## config.mk

```make
export PLATFORM = sky130hd
export DESIGN_NAME = addsub_arbiter
export DESIGN_NICKNAME = d
export VERILOG_FILES = /design/src/rtl/addsub_arbiter.sv
export SDC_FILE = /design/constraint.sdc
export NUM_CORES = 1
export LEC_CHECK = 0
export CAP_MARGIN = 20
export CORE_MARGIN = 4
export CORE_UTILIZATION = 23
export DETAILED_ROUTE_END_ITERATION = 8
export PLACE_DENSITY = 0.72
export SLEW_MARGIN = 10
export SYNTH_ARGS = -nofsm -noshare
export SYNTH_HDL_FRONTEND = slang
export SYNTH_SLANG_ARGS = --single-unit
```

## constraint.sdc

```tcl
create_clock -name clk -period 1.7 [get_ports clk]
set_input_delay 0.255 -clock clk [delete_from_list [all_inputs] [get_ports clk]]
set_output_delay 0.255 -clock clk [all_outputs]
set_load 0.01 [all_outputs]
```

## src/rtl/addsub_arbiter.sv

```systemverilog
// addsub_arbiter: round-robin sharing of one external 8-bit add/sub unit between two requesters (optional ADDSUB_ARB_STATS_EN grant counters)
module addsub_arbiter (
  input  logic       clk,
  input  logic       rst_n,
  input  logic       req0_valid,
  output logic       req0_ready,
  input  logic [7:0] req0_a,
  input  logic [7:0] req0_b,
  input  logic       req0_op,
  input  logic       req1_valid,
  output logic       req1_ready,
  input  logic [7:0] req1_a,
  input  logic [7:0] req1_b,
  input  logic       req1_op,
  output logic [7:0] alu_a,
  output logic [7:0] alu_b,
  output logic       alu_op,
  input  logic [7:0] alu_sum,
  input  logic       alu_overflow,
  output logic       rsp_valid,
  input  logic       rsp_ready,
  output logic [7:0] rsp_sum,
  output logic       rsp_overflow,
  output logic       rsp_id
`ifdef ADDSUB_ARB_STATS_EN
  ,
  output logic [7:0] grant_cnt0,
  output logic [7:0] grant_cnt1
`endif
);
  logic last, g0, g1, slot_free, acc;
  // grant the lone requester, or on a tie the one not served last; steer its operands to the unit
  always_comb begin
    slot_free = !rsp_valid || rsp_ready;
    g0 = req0_valid && (!req1_valid || last);
    g1 = req1_valid && (!req0_valid || !last);
    req0_ready = g0 && slot_free;
    req1_ready = g1 && slot_free;
    acc = req0_ready || req1_ready;
    alu_a = g0 ? req0_a : g1 ? req1_a : 8'h00;
    alu_b = g0 ? req0_b : g1 ? req1_b : 8'h00;
    alu_op = g0 ? req0_op : g1 ? req1_op : 1'b0;
  end
  // result register and round-robin pointer; accept overwrites, consume alone clears valid
  always_ff @(posedge clk) begin
    if (!rst_n) begin
      rsp_valid <= 1'b0;
      rsp_sum <= 8'h00;
      rsp_overflow <= 1'b0;
      rsp_id <= 1'b0;
      last <= 1'b1;
    end else if (acc) begin
      rsp_valid <= 1'b1;
      rsp_sum <= alu_sum;
      rsp_overflow <= alu_overflow;
      rsp_id <= req1_ready;
      last <= req1_ready;
    end else if (rsp_ready) begin
      rsp_valid <= 1'b0;
    end
  end
`ifdef ADDSUB_ARB_STATS_EN
  // saturating per-requester accept counters
  always_ff @(posedge clk) begin
    if (!rst_n) begin
      grant_cnt0 <= 8'h00;
      grant_cnt1 <= 8'h00;
    end else begin
      grant_cnt0 <= grant_cnt0 + {7'd0, req0_ready && grant_cnt0 != 8'hff};
      grant_cnt1 <= grant_cnt1 + {7'd0, req1_ready && grant_cnt1 != 8'hff};
    end
  end
`endif
endmodule

```

## Word-level counts from Yosys, hierarchy flattened

Index checks and enable logic that the tools add are counted.

| storage, ports and cells | value |
|---|---|
| register bits after elaboration | 12 |
| bits in latches | 0 |
| bits in writable memories | 0 |
| memory bits (read-only) | 0 |
| bits of input ports | 48 |
| output and inout port bits | 30 |
| logic and storage cells | 26 |
| memories kept | 0 |

| operators by class | value |
|---|---|
| add/sub/neg operators | 0 |
| $mul | 0 |
| divide/modulo/power cells | 0 |
| magnitude comparators | 0 |
| eq/ne operators | 0 |
| shift operators | 0 |
| mux-type cells | 8 |
| bitwise operators | 0 |
| reduce and logical (&&, ||, !) cells | 13 |

Operator list:

| kind | count |
|---|---|
| 2-to-1 mux 8 bit | 4 |
| logical AND 1 bit | 4 |
| zero test 1 bit | 4 |
| logical OR 1 bit | 4 |
| 2-to-1 mux 1 bit | 4 |
| nonzero test 2 bit | 1 |

## Longest topological paths before layout

Gate-level depths: netlist of run 1.

| logic depth | value |
|---|---|
| depth after elaboration | 6 |
| mapped depth | 5 |
| gate-level depth less buffers | 3 |

## Worst setup path before layout of run 1

OpenSTA, ideal clock, no wires.

| path | value |
|---|---|
| path type | register -> output |
| start | reg last |
| end | out alu_a[5] |
| arrival time | 1057 ps |
| data required time | 1445 ps |
| setup slack | 388 ps |
| stages on the path, launching flop included | 6 |
| path buffers | 2 |
| cells stage by stage | dfxtp_1 -> nand2b_4 -> and2_4 -> buf_6 -> buf_8 -> a22o_1 |

| between the ends | value |
|---|---|
| cells in the longest elaborated chain, start to end | 5 |
| elaborated cells between the ends (all ways) | 7 |
| classes of those cells | mux (2); reduce/logical (5) |

Ends and longest elaborated chain:

| item | RTL line | source |
|---|---|---|
| start, declared | 31 | `logic last, g0, g1, slot_free, acc;` |
| start signal, assigned | 57 | `last <= req1_ready;` |
| zero test 1 bit | 36 | `g1 = req1_valid && (!req0_valid \|\| !last);` |
| logical OR 1 bit | 36 |  |
| logical AND 1 bit | 36 |  |
| 2-to-1 mux 8 bit | 40 | `alu_a = g0 ? req0_a : g1 ? req1_a : 8'h00;` |
| 2-to-1 mux 8 bit * | 40 |  |
| end, declared | 15 | `output logic [7:0] alu_a,` |

Mark *: on every way between the ends. The rest lies on a longest branch, timed or not.

## Final worst setup path of run 1

| path | value |
|---|---|
| start | reg last |
| end | out alu_b[6] |

| between the ends | value |
|---|---|
| cells in the longest elaborated chain, start to end | 5 |
| elaborated cells between the ends (all ways) | 7 |
| classes of those cells | mux (2); reduce/logical (5) |

Ends and longest elaborated chain:

| item | RTL line | source |
|---|---|---|
| zero test 1 bit | 36 |  |
| logical OR 1 bit | 36 |  |
| logical AND 1 bit | 36 |  |
| 2-to-1 mux 8 bit | 41 | `alu_b = g0 ? req0_b : g1 ? req1_b : 8'h00;` |
| 2-to-1 mux 8 bit * | 41 |  |
| end, declared | 16 | `output logic [7:0] alu_b,` |

Marked as above.

==> implementation parameters, run 1 <==
Parameter                              Value

Drt
  Routed length per placed instance ... 13.70 um
  Number of remaining DRC errors ... 0
  Number of iterations in the first detailed-routing pass ... 4
  Vias after detailed routing ... 925
  Initial DRC Count ... 40
  Ratio of routed vias to standard cells ... 4.534
  ANT nets after route ... 0
  Total wire length after detailed routing ... 2.794 mm

Clock tree
  Number of clock sinks ... 12
  Total CTS buffers ... 3
  Total of hold buffers inserted after clock tree synthesis ... 0
  CTS tree ... done
  H-tree depth ... 1
  Worst-case clock buffer depth ... 2
  Clock latency of the later-clocked register in the worst-skew pair ... 0.26 ns
  Clock Pin Slew Worst Setup and Hold Paths ... 0.07 ns
  Root Driver ... sky130_fd_sc_hd__clkbuf_4

Setup path
  Worst path arrival time ... 1.39 ns
  Critical path startpoint category ... register
  Worst setup path startpoint ... last$_SDFFE_PN1P_
  R2R depth ... 4
  R2R Path End ... rsp_sum[0]$_SDFFE_PN0P_
  Critical Path Sink Type ... output pin
  Reg-to-reg setup timing slack ... 0.55 ns
  Crit Reg-Reg Startpoint ... rsp_valid$_SDFFE_PN0P_
  WS Path Type ... reg -> out
  Largest fanout on the critical path ... 5
  Data required time of the critical path ... 1.44 ns

Finish
  Layout fillers ... 290
  Filler-free cell count of the finished design ... 204
  Layout Cell Area excl Fill ... 1590 um^2
  Antenna diodes ... 0
  Sequential cell area ... 241.5 um^2
  Post-layout nets ... 209
  Footprint of the multi-input gates ... 446.7 um^2
  Proportion of layout cells with a drive suffix above 1 ... 12.50%
  Area growth from synthesis to layout ... 119.5%

STA
  Max-Slew Margin vs Limit ... 82.48%
  Worst Max-Slew Pin Slew ... 0.2628 ns
  Post-route fraction of the period consumed by the critical path ... 96.67%
  Final critical path time including I/O delays and setup ... 1.643 ns
  Final number of setup-violating endpoints ... 0
  Setup repair after global routing missed its margin ... no
  Hold violation count in the final report ... 0
  Pins Over Slew Limit ... 0
  TNS Setup ... 0 ns
  Top achievable clock speed ... 608.5 MHz
  Final worst clock skew ... 0.003010 ns

Logic synthesis
  Post-synthesis instance total ... 77
  Sequential share of the synthesized area ... 33.16%
  Cell area after technology mapping ... 724.4 um^2
  Average cell area after synthesis ... 9.408 um^2
  Syn_nets ... 125
  FF+latch count, synth ... 12
  Synth Warn # ... 0
  Distinct cell type count of the synthesized netlist ... 20

Pwr
  Pwr/cell area ... 579.1 nW/um^2
  Leakage ... 0.0007016 uW
  Largest vdd supply drop ... 0.4149 mV

Global route
  Initial antenna violation count ... 0
  Global-route wire length before repair ... 4.084 mm
  Largest net degree at the start of global routing ... 23
  Total global-route track usage ... 12.47%
  Via count of the first global-routing pass ... 866
  GRT overflow ... 0

Floorplanning
  Row Count ... 20
  Die height ... 64.12 um
  Area enclosed by the die boundary ... 4111 um^2
  Floorplan core area ... 3028 um^2
  Floorplan die width ... 64.12 um
  Starting density of the core ... 23.93%
  Number of top-level design ports ... 78

Worst hold path
  Hold endpoint ... rsp_sum[1]$_SDFFE_PN0P_
  Hold path start ... rsp_sum[1]$_SDFFE_PN0P_
  Path type of the worst min-delay path ... reg -> reg
  Number of cells on the worst hold path ... 2

Place
  Area after DPL ... 1558 um^2
  Count of placed standard cells including taps ... 198
  Sum of net half-perimeters after detailed placement ... 2.291 mm
  I/O Buffers ... 77
  Weighted congestion reported at the end of routability-driven placement ... 0.7969

Job
  Number of maximum-capacitance violations ... 0

Status
  Result of the run ... complete, no violations
[cell usage after synthesis, drive strengths merged]
cell	n	area, um^2
a22o	17	148.9
o21a	1	7.510
inv	1	3.750
and2b	1	7.510
o21ai	1	5.000
nand2	19	71.32
clkbuf	2	7.510
nand2b	1	13.76
a21boi	1	18.77
nor2b	3	18.77
dfxtp	12	240.2
o221ai	1	8.760
and2	1	8.760
nand3b	1	7.510
mux2i	9	90.09
buf	4	42.53
nor2	2	23.77
[critical path, cell delays in order, from the launching register on]
cell	delay (ns)
sky130_fd_sc_hd__dfxtp_2	0.34
sky130_fd_sc_hd__nand2b_4	0.16
sky130_fd_sc_hd__and2_4	0.18
sky130_fd_sc_hd__a22o_1	0.17
sky130_fd_sc_hd__dlygate4sd2_1	0.28
[worst max-delay path by stage]
| stage | slack, ns | depth (start not counted) | endpoint |
|---|---|---|---|
| after floorplan | 0.39 | 5 | alu_a[5] |
| after global placement | -0.42 | 6 | alu_a[0] |
| after detailed placement | -0.44 | 6 | alu_b[0] |
| after CTS | 0.01 | 4 | alu_b[0] |
| after global routing | 0.001 | 4 | alu_a[2] |
| final | 0.06 | 4 | alu_b[6] |
[logic make-up (layout without fill, tap and decap cells)]
logic type	Yosys count	count (layout)	share of synthesized area, %
DFF	12	12	33.16
and+or+nand+nor	28	30	20.90
buffers and inverters	7	88	7.425
muxes	9	9	12.44
AOI/OAI and AO/OA	21	21	26.08
[per-stage QoR]
step / hold slack (ns) / setup slack (ns) / total power [uW] / utilization, %
after global routing: 0.4778 / 0.001344 / 978.2 / 52.52
final: 0.4610 / 0.05654 / 921.0 / 52.52
after CTS: 0.4682 / 0.01438 / 933.7 / 52.11
after global placement: 0.4438 / -0.4195 / 728.0 / 51.45
after floorplan: 0.3971 / 0.3879 / 480.3 / -
after detailed placement: 0.4536 / -0.4369 / 733.9 / 51.45
[final cells by class]
class | instances | share of cell area [%]
Inverter | 1 | 0.2360
Clock buffer | 4 | 2.282
Tap cell | 44 | 3.462
Timing Repair Buffer | 83 | 50.75
Multi-Input combinational cell | 60 | 28.09
Sequential cell | 12 | 15.18
[power breakdown]
part / switching (uW) / internal (uW) / leakage [uW]
Sequential: 12.4 / 305 / 0.0000993
Combinational: 141 / 246 / 0.000581
Clock: 87.1 / 130 / 0.0000210
Total: 240 / 681 / 0.000702
[sequential cells by signal, summed over array words and instances, names as in the netlist]
| register | cells |
|---|---|
| rsp_overflow | 1 |
| last | 1 |
| rsp_sum | 8 |
| rsp_id | 1 |
| rsp_valid | 1 |
[repair_timing]
item | CTS | global route
cloned | 1 | 1
buffers inserted | 0 | 0
pin swaps | 0 | 0
resized for setup | 23 | 19
endpoints found under the setup margin | 19 | 17
[cells in the final DEF (no fill, tap or decap), drive strengths merged, types with 2 or more instances in the layout]
| cell | synthesis | routed |
|---|---|---|
| nor2 | 2 | 2 |
| clkdlybuf4s15 | 0 | 13 |
| dfxtp | 12 | 12 |
| clkbuf | 2 | 7 |
| nor2b | 3 | 3 |
| clkdlybuf4s50 | 0 | 56 |
| nand2 | 19 | 19 |
| a22o | 17 | 17 |
| dlygate4sd2 | 0 | 5 |
| mux2i | 9 | 9 |
| and2 | 1 | 3 |
| buf | 4 | 6 |
[layer usage]
metal,vias to the layer above,global-route usage (%),wire length [um]
met2,57,23.10,1389
met3,0,3.339,293
met1,420,13.94,1110
met4,0,3.166,0
li1,448,-,-
met5,-,0,0
Note: power is estimated with default switching activity, not from simulation.
==> inputs of run 2 (changes only) <==
--- a/config.mk
+++ b/config.mk
@@ -5,10 +5,12 @@
 export SDC_FILE = /design/constraint.sdc
 export NUM_CORES = 1
 export LEC_CHECK = 0
-export CAP_MARGIN = 20
+export CAP_MARGIN = 40
 export CORE_MARGIN = 4
 export CORE_UTILIZATION = 23
 export DETAILED_ROUTE_END_ITERATION = 8
+export HOLD_SLACK_MARGIN = 0.03
+export MAX_ROUTING_LAYER = met4
 export PLACE_DENSITY = 0.72
 export SLEW_MARGIN = 10
 export SYNTH_ARGS = -nofsm -noshare
==> run 2 against run 1 <==
  * Critical path type unchanged
  * Die area stayed put
  * Clock skew fell by 0.00094 ns
  * Wire length is 0.18% higher
  * Largest cell class unchanged
  * Sequential share of layout area is the same
  * Sequential cell count is the same
==> implementation parameters, run 2 (synthesis results as in run 1) <==
Parameter                              Value

Place
  Post-placement setup slack ... -0.4369 ns (unchanged)
  Weighted congestion reported at the end of routability-driven placement ... 0.8083 (+1.4%)
  I/O Buffers ... 77 (unchanged)
  Sum of net half-perimeters after detailed placement ... 2.291 mm (unchanged)

Clock tree
  CTS tree ... done
  Worst-case clock buffer depth ... 2 (unchanged)
  Number of clock sinks ... 12 (unchanged)
  H-tree depth ... 1 (unchanged)
  Clock Pin Slew Worst Setup and Hold Paths ... 0.07 ns (about the same)
  Total CTS buffers ... 3 (unchanged)
  Root Driver ... sky130_fd_sc_hd__clkbuf_4
  Clock latency of the later-clocked register in the worst-skew pair ... 0.26 ns (about the same)

Finish
  Post-layout nets ... 209 (unchanged)
  Proportion of layout cells with a drive suffix above 1 ... 12.50% (unchanged)
  Max reg flops ... 8 (unchanged)
  Most common library cell in the layout ignoring fill and taps ... sky130_fd_sc_hd__clkdlybuf4s50_1
  Area growth from synthesis to layout ... 119.5% (unchanged)
  Commonest cells after routing, fill and taps aside ... sky130_fd_sc_hd__clkdlybuf4s50_1 (56), sky130_fd_sc_hd__nand2_1 (19), sky130_fd_sc_hd__a22o_1 (17)
  Antenna diodes ... 0 (unchanged)
  Largest register by flop count ... rsp_sum

Setup path
  Number of logic stages on the critical path including buffering ... 4 (unchanged)
  CP delay by family, top ... flip-flops
  Largest fanout on the critical path ... 5 (unchanged)
  WS Path Type ... reg -> out
  Critical Path Sink Type ... output pin
  Worst path arrival time ... 1.39 ns (about the same)
  Delay of the slowest cell on the worst path ... 0.34 ns (about the same)
  Data required time of the critical path ... 1.44 ns (about the same)
  Critical path startpoint category ... register
  Crit Reg-Reg Startpoint ... rsp_valid$_SDFFE_PN0P_
  Slowest cell on the critical path ... sky130_fd_sc_hd__dfxtp_2
  CP bufs+invs ... 1 (unchanged)
  R2R depth ... 4 (unchanged)
  Ordered cell list for the critical path ... nand2b_4 -> and2_4 -> a22o_1 -> dlygate4sd2_1
  Worst setup path startpoint ... last$_SDFFE_PN1P_

Floorplanning
  Area enclosed by the die boundary ... 4111 um^2 (unchanged)
  Floorplan core area ... 3028 um^2 (unchanged)
  Starting density of the core ... 23.93% (unchanged)
  Floorplan die width ... 64.12 um (unchanged)
  Die height ... 64.12 um (unchanged)
  Number of top-level design ports ... 78 (unchanged)
  Row Count ... 20 (unchanged)

Pwr
  Pwr/cell area ... 581.5 nW/um^2 (+0.40%)
  Leakage ... 0.0007016 uW (unchanged)
  Largest vdd supply drop ... 0.4201 mV (+1.3%)
  Total chip power ... 924.7 uW (+0.40%)

STA
  Setup repair after global routing missed its margin ... no
  TNS Setup ... 0 ns (unchanged)
  Worst Max-Slew Pin Slew ... 0.2757 ns (+0.01293 ns)
  Final critical path time including I/O delays and setup ... 1.647 ns (+0.003786 ns)
  Top achievable clock speed ... 607.1 MHz (-0.23%)
  Pins Over Slew Limit ... 0 (unchanged)
  Final worst clock skew ... 0.002074 ns (-0.0009366 ns)
  Final Hold Slack ... 0.4613 ns (+0.0002460 ns)
  Post-route fraction of the period consumed by the critical path ... 96.90% (+0.22 points)
  Max-Slew Margin vs Limit ... 81.62% (-0.86 points)
  Hold violation count in the final report ... 0 (unchanged)
  Final number of setup-violating endpoints ... 0 (unchanged)
  Post-route worst setup slack ... 0.05276 ns (-0.003786 ns)

Drt
  Number of iterations in the first detailed-routing pass ... 4 (unchanged)
  Vias after detailed routing ... 934 (+0.97%)
  ANT nets after route ... 0 (unchanged)
  Initial DRC Count ... 36 (-10%)
  Total wire length after detailed routing ... 2.799 mm (+0.18%)
  Number of remaining DRC errors ... 0 (unchanged)
  Ratio of routed vias to standard cells ... 4.578 (+0.97%)
  Routed length per placed instance ... 13.72 um (+0.18%)

Status
  Result of the run ... complete, no violations

Global route
  Initial antenna violation count ... 0 (unchanged)
  Total global-route track usage ... 12.77% (+0.30 points)
  Global-route wire length before repair ... 4.071 mm (-0.32%)
  Via count of the first global-routing pass ... 872 (+0.69%)
  GRT overflow ... 0 (unchanged)
  Largest net degree at the start of global routing ... 23 (unchanged)

Worst hold path
  Path type of the worst min-delay path ... reg -> reg
  Number of cells on the worst hold path ... 2 (unchanged)
  Hold path start ... rsp_sum[1]$_SDFFE_PN0P_

Job
  Number of maximum-capacitance violations ... 0 (unchanged)
==> run 2: cell counts in the layout (fill, tap and decap cells not counted) <==
No cell type changed its count.
==> run 2: area by class of cell <==
type,instances,area (um^2)
tap,44,55.05
sequential,12,241.5
clock buffer,4,36.28
multi-input combinational,60,446.7
timing repair buffer,83,807.0
fill,290,1438
inverter,1,3.754
==> run 2: final timing paths <==
kind | end | slack [ns]
setup / recovery | alu_b[6] | 0.05
hold / removal | rsp_sum[1]$_SDFFE_PN0P_ | 0.46
setup reg to reg | rsp_sum[3]$_SDFFE_PN0P_ | 0.54
hold reg to reg | rsp_sum[1]$_SDFFE_PN0P_ | 0.46
==> run 2: layer usage <==
metal	track usage, %	vias to the layer above	share of wire [%]
li1	-	449	-
met1	13.83	430	40
met2	23.10	55	49
met3	3.339	0	11
met4	3.166	0	0
met5	-	-	0
==> run 2: per-stage QoR <==
step	util, %	instances	instance area, um^2
after floorplan	-	77	724.4
after global placement	51.45	198	1558
after detailed placement	51.45	198	1558
after CTS	52.11	203	1578
after global routing	52.52	204	1590
final	52.52	204	1590
==> run 2: what timing repair did <==
item	4_1_cts	5_1_grt
gates cloned	1	1
hold buffers	0	0
setup endpoints to repair	19	17
buffers inserted	0	0
resized for setup	23	19
==> run 2: power breakdown <==
group	internal (uW)	leakage, uW	switching, uW
Combinational	246	0.000581	142
Sequential	304	0.0000993	12.4
Clock	130	0.0000210	90.0
==> run 2: tightest hold or removal path, stage by stage, from the launching register on <==
cell                      delay [ns]
sky130_fd_sc_hd__dfxtp_1        0.31
sky130_fd_sc_hd__nand2_1        0.05
sky130_fd_sc_hd__mux2i_1        0.05
